===== config.mk =====
export PLATFORM = sky130hd
export DESIGN_NAME = text_buf_sched
export DESIGN_NICKNAME = d
export VERILOG_FILES = /design/src/rtl/text_buf_sched.sv
export SDC_FILE = /design/constraint.sdc
export NUM_CORES = 1
export LEC_CHECK = 0
export BUFFER_PORTS_ARGS = -buffer_cell sky130_fd_sc_hd__buf_2
export CAP_MARGIN = 20
export CORE_UTILIZATION = 54
export CTS_CLUSTER_DIAMETER = 120
export DETAILED_ROUTE_END_ITERATION = 10
export GPL_TIMING_DRIVEN = 0
export PLACE_DENSITY = 0.79
export SLEW_MARGIN = 5
export SYNTH_ARGS = -nofsm -noshare
export SYNTH_HDL_FRONTEND = slang
export SYNTH_SLANG_ARGS = --single-unit

===== constraint.sdc =====
create_clock -name clk -period 2.2 [get_ports clk]
set_input_delay 0.11 -clock clk [delete_from_list [all_inputs] [get_ports clk]]
set_output_delay 0.11 -clock clk [all_outputs]
set_load 0.01 [all_outputs]

===== src/rtl/text_buf_sched.sv =====
// Screen-buffer write scheduler: host single-cell writes interleaved with frame-synchronised
// clear / random-fill sweeps. Host wins a cycle only when host_ack is low, so sweeps always progress.
module text_buf_sched #(
  parameter int                    width      = 128,
  parameter int                    height     = 48,
  parameter int                    char_width = 8,
  parameter logic [char_width-1:0] blank_char = '0,
  parameter logic [15:0]           lfsr_seed  = 16'hACE1
) (
  input  logic                       clk,
  input  logic                       reset,
  input  logic                       refresh,
  input  logic                       fill_req,
  input  logic                       clear_req,
  input  logic                       host_req,
  input  logic [$clog2(width)-1:0]   host_x,
  input  logic [$clog2(height)-1:0]  host_y,
  input  logic [char_width-1:0]      host_c,
  output logic                       host_ack,
  output logic                       write_en,
  output logic [$clog2(width)-1:0]   x_w,
  output logic [$clog2(height)-1:0]  y_w,
  output logic [char_width-1:0]      c_w,
  output logic                       busy,
  output logic                       done
);
  localparam int XW = $clog2(width);
  localparam int YW = $clog2(height);
  localparam logic [XW-1:0] XMAX = XW'(width - 1);
  localparam logic [YW-1:0] YMAX = YW'(height - 1);

  typedef enum logic [1:0] {IDLE, ARMED, SWEEP, DONE} state_t;

  state_t                r_state, w_state_nxt;
  logic                  r_fill, w_fill_nxt;
  logic [XW-1:0]         r_cx;
  logic [YW-1:0]         r_cy;
  logic                  r_last;
  logic [15:0]           r_lfsr;
  logic                  r_we, r_ack, r_busy, r_done;
  logic [XW-1:0]         r_xw;
  logic [YW-1:0]         r_yw;
  logic [char_width-1:0] r_cw;

  logic                  w_host_acc, w_sweep_wr, w_start, w_at_end;
  logic [15:0]           w_lfsr_nxt;
  logic [char_width-1:0] w_sweep_c;

  assign w_host_acc = host_req && !r_ack;
  assign w_at_end   = (r_cx == XMAX) && (r_cy == YMAX);
  assign w_lfsr_nxt = {1'b0, r_lfsr[15:1]} ^ (r_lfsr[0] ? 16'hB400 : 16'h0000);
  assign w_sweep_c  = r_fill ? r_lfsr[char_width-1:0] : blank_char;

  always_comb begin
    w_state_nxt = r_state;
    w_fill_nxt  = r_fill;
    w_sweep_wr  = 1'b0;
    w_start     = 1'b0;
    case (r_state)
      IDLE: begin
        if (clear_req || fill_req) begin
          w_state_nxt = ARMED;
          w_fill_nxt  = !clear_req;
        end
      end
      ARMED: begin
        if (clear_req || fill_req) w_fill_nxt = !clear_req;
        if (refresh) begin
          w_state_nxt = SWEEP;
          w_start     = 1'b1;
        end
      end
      SWEEP: begin
        // r_last: final cell already written; this cycle only retires the sweep
        if (r_last) begin
          w_state_nxt = DONE;
        end else if (clear_req) begin
          w_state_nxt = ARMED;
          w_fill_nxt  = 1'b0;
        end else if (!w_host_acc) begin
          w_sweep_wr = 1'b1;
        end
      end
      DONE:    w_state_nxt = IDLE;
      default: w_state_nxt = IDLE;
    endcase
  end

  always_ff @(posedge clk) begin
    if (!reset) r_state <= IDLE;
    else        r_state <= w_state_nxt;
  end

  always_ff @(posedge clk) begin
    if (!reset) begin
      r_fill <= 1'b1;
      r_cx   <= '0;
      r_cy   <= '0;
      r_last <= 1'b0;
      r_lfsr <= lfsr_seed;
      r_we   <= 1'b0;
      r_ack  <= 1'b0;
      r_busy <= 1'b0;
      r_done <= 1'b0;
      r_xw   <= '0;
      r_yw   <= '0;
      r_cw   <= '0;
    end else begin
      r_fill <= w_fill_nxt;
      r_ack  <= w_host_acc;
      r_we   <= w_host_acc || w_sweep_wr;
      r_busy <= (w_state_nxt == ARMED) || (w_state_nxt == SWEEP);
      r_done <= (w_state_nxt == DONE);
      if (w_host_acc) begin
        r_xw <= host_x;
        r_yw <= host_y;
        r_cw <= host_c;
      end else if (w_sweep_wr) begin
        r_xw <= r_cx;
        r_yw <= r_cy;
        r_cw <= w_sweep_c;
      end
      if (w_start) begin
        r_cx   <= '0;
        r_cy   <= '0;
        r_last <= 1'b0;
      end else if (w_sweep_wr) begin
        if (r_fill) r_lfsr <= w_lfsr_nxt;
        if (w_at_end) r_last <= 1'b1;
        if (r_cx == XMAX) begin
          r_cx <= '0;
          r_cy <= r_cy + YW'(1);
        end else begin
          r_cx <= r_cx + XW'(1);
        end
      end
    end
  end

  assign host_ack = r_ack;
  assign write_en = r_we;
  assign x_w      = r_xw;
  assign y_w      = r_yw;
  assign c_w      = r_cw;
  assign busy     = r_busy;
  assign done     = r_done;

endmodule

==> run metrics <==
status complete, no violations; Util after Layout about 68%; CTS clk-pin slew, worst paths roughly 0.06 ns; core box area about 0.0044 mm²; antenna violations before repair 0; Highest Clock Rate just under 0.5 GHz; clock network fraction of total power about two fifths; I/O pins 52; fraction of layout cells with a size suffix above 1 between 10% and 20%; via count 2344; crit-path max cell delay about 0.60 ns; die width ~70 µm; Max Cap Viol 0; Congestion Overflow GR 0; Syn Std Cell Area 0.00251 mm²; Worst setup SP type flop; Combinational Power Share a little over a tenth; synth top area cells dfxtp_1 46%, nand2_1 11%, o211a_1 8.8%; Starting DRT DRC Count 133; crit share post-route ~92%; Fillers just under 400; YS warnings 0; first-pass GRT wire length between 9000 and 10000 µm; maximum number of pins on one net before global-route repair 11; Int Pwr around 1.7 mW; later-pin clock latency in the skew report approximately 0.33 ns; DRC violations left 0; vias per cell between 5 and 6; port buffer count 50; Detail Route Antenna Nets 0; Hold Fails Final Rpt 0; largest area contributor in the netlist dfxtp_1; Syn Area/Cell between 8 and 9 µm²; WP data arrival approximately 2.3 ns; nature of the critical path endpoint flop; all-layer global routing usage 24.8%; Slew @ Worst Pin approximately 0.66 ns; net count after synthesis approximately 330; power density cells between 700 and 800 mW/mm²; CTS buffer count 9; drt total wl 5880 µm; Synth Register Bits 58; number of synthesized flops with an enable pin 0; cell with the most instances after synthesis nand2_1; switch share 25.1%; Rel. slew slack approximately 56%; Tmin final 2.03 ns; CP bufs+invs 3; CTS HTree Levels 3; GPL Wtd Cong 0.843; net switching power 568 µW; main flop type after synthesis dfxtp_1; area delta synth->final 20.1%; async set-reset flop share out of synthesis 0%; setup repair after global routing missed its margin no; critical path required time 2.43 ns; PostCTS Resize Cnt 0; sequential share of power between 40 and 50%; sequential fraction of the synthesis area a little under half; CTS tree done; DP HPWL between 4000 and 5000 µm; most common cell type on the critical path clkbuf_1; Netlist cell types 37; crit-path leading delay family simple AND/OR/NAND/NOR gates; Static Leak 1.45 nW; Yosys top cell area share about 46%; CTS Sinks 58; total inserted antenna cells 0; die area 0.00493 mm²; pins over their slew limit 0; Critical Path, Cell by Cell buf_2, or4b_2, clkbuf_1, clkbuf_1, nand2_1, nand3_1, o211a_1; Avg WL per Cell about 14 µm; crit path kind reg -> reg; Post-Layout Cell Count 416; Hold Path Class in -> reg; Final setup viols 0; initial core utilization a little under three fifths; DR pass1 iterations 4; list of most frequent post-synthesis cells 76 x nand2_1, 58 x dfxtp_1, 40 x nand3_1; Root Driver clkbuf_8; Die Span Y 70.2 µm; skew final roughly 0.004 ns; setup TNS 0 ns; VDD IR-drop max 0.000469 V; Clock Path Buffers 2; NumNets Final 389; vias in the first global route around 2000; worst-path fanout max 10; Synth Instances 297; Placed Cells between 300 and 400; master of the slowest instance on the critical path or4b_2; row count 24
[final timing paths]
| kind | startpoint | to | slack (ns) | cells past startpoint |
|---|---|---|---|---|
| worst max register to register | r_state[1]$_SDFF_PN0_ | c_w[0]$_SDFFE_PN0P_ | 0.17 | 7 |
| worst max-delay path | r_state[1]$_SDFF_PN0_ | c_w[0]$_SDFFE_PN0P_ | 0.17 | 7 |
| worst min-delay path | fill_req | r_fill$_SDFFE_PN1P_ | 0.01 | 3 |
| worst min register to register | r_lfsr[10]$_SDFFE_PN1P_ | r_lfsr[9]$_SDFFE_PN0P_ | 0.46 | 2 |
[cell type report]
| type | count | area [µm²] | area share (%) |
|---|---|---|---|
| clock inverter | 2 | 10.0 | 0.331 |
| tap | 52 | 65.1 | 2.15 |
| clock buffer | 14 | 173 | 5.72 |
| timing repair buffer | 51 | 258 | 8.53 |
| buffer | 23 | 88.8 | 2.94 |
| inverter | 1 | 3.75 | 0.124 |
| sequential | 58 | 1160 | 38.4 |
| multi-input combinational | 215 | 1260 | 41.8 |
[through the flow]
step	total power, mW	hold WS [ns]	cell area (µm²)	worst slack (ns)
4_1_cts	2.28	0.00516	3010	0.177
3_5_place_dp	1.38	0.354	2830	0.205
3_3_place_gp	1.38	0.351	2830	0.221
5_1_grt	2.35	0.0168	3020	0.0662
2_1_floorplan	1.29	0.234	2510	0.437
6_report	2.27	0.0101	3020	0.174
[cells in the final DEF, fill, tap and decap left out, types with 2 or more instances in the layout]
cell type,instances
dfxtp_1,58
o21ai_0,4
a21boi_0,6
xor2_1,3
a21oi_1,8
clkinv_2,2
nand4_1,4
o211ai_1,3
a31oi_1,2
o211a_1,22
nand2_1,76
nor2_1,8
and2_1,7
buf_2,52
nand2b_1,2
clkbuf_1,22
and4_1,2
or4_1,3
ha_1,3
clkbuf_8,12
a21boi_1,2
nand3_1,40
o31ai_1,3
xnor2_1,4
[worst min-delay path, cell delays in order]
cell	delay [ns]
buf_2	0.09
nand2_1	0.05
nand3_1	0.07
[repair_timing]
action                     CTS  global route
hold buffers                 0             0
setup endpoints to repair    0             4
setup buffers                0             1
[sequential cells by signal (all words and copies together) (netlist names)]
name and count:
busy 1, r_cy 6, r_fill 1, done 1, x_w 7, r_state 2
host_ack 1, r_last 1, r_lfsr 16, write_en 1, y_w 6, r_cx 7
c_w 8
[power by group through the flow]
| stage | clock network [mW] | logic (mW) | registers (mW) |
|---|---|---|---|
| after floorplan | 0 | 0.127 | 1.16 |
| after global placement | 0 | 0.235 | 1.14 |
| after detailed placement | 0 | 0.240 | 1.14 |
| after CTS | 0.914 | 0.242 | 1.12 |
| after global routing | 0.961 | 0.268 | 1.12 |
| final | 0.904 | 0.242 | 1.12 |
[routing by layer]
metal  track usage, %  vias to the layer above  wire length, µm  part of all wire, %
met5                0                        -                0                    0
met4             10.2                        0              111                  1.9
met3             5.92                       12              351                  6.0
met2             36.6                       84             2550                   43
met1             34.5                     1079             2860                   49
li1                 -                     1169                -                    -
[cell families after synthesis]
group,Yosys count,synth area share (%)
buffers and inverters,24,3.68
and+or+nand+nor,150,28.8
DFF,58,46.2
adders and majority gates,3,1.49
AOI/OAI and AO/OA,55,17.5
xor gates and xnor gates,7,2.44
Power figures use the tool's default switching activity.
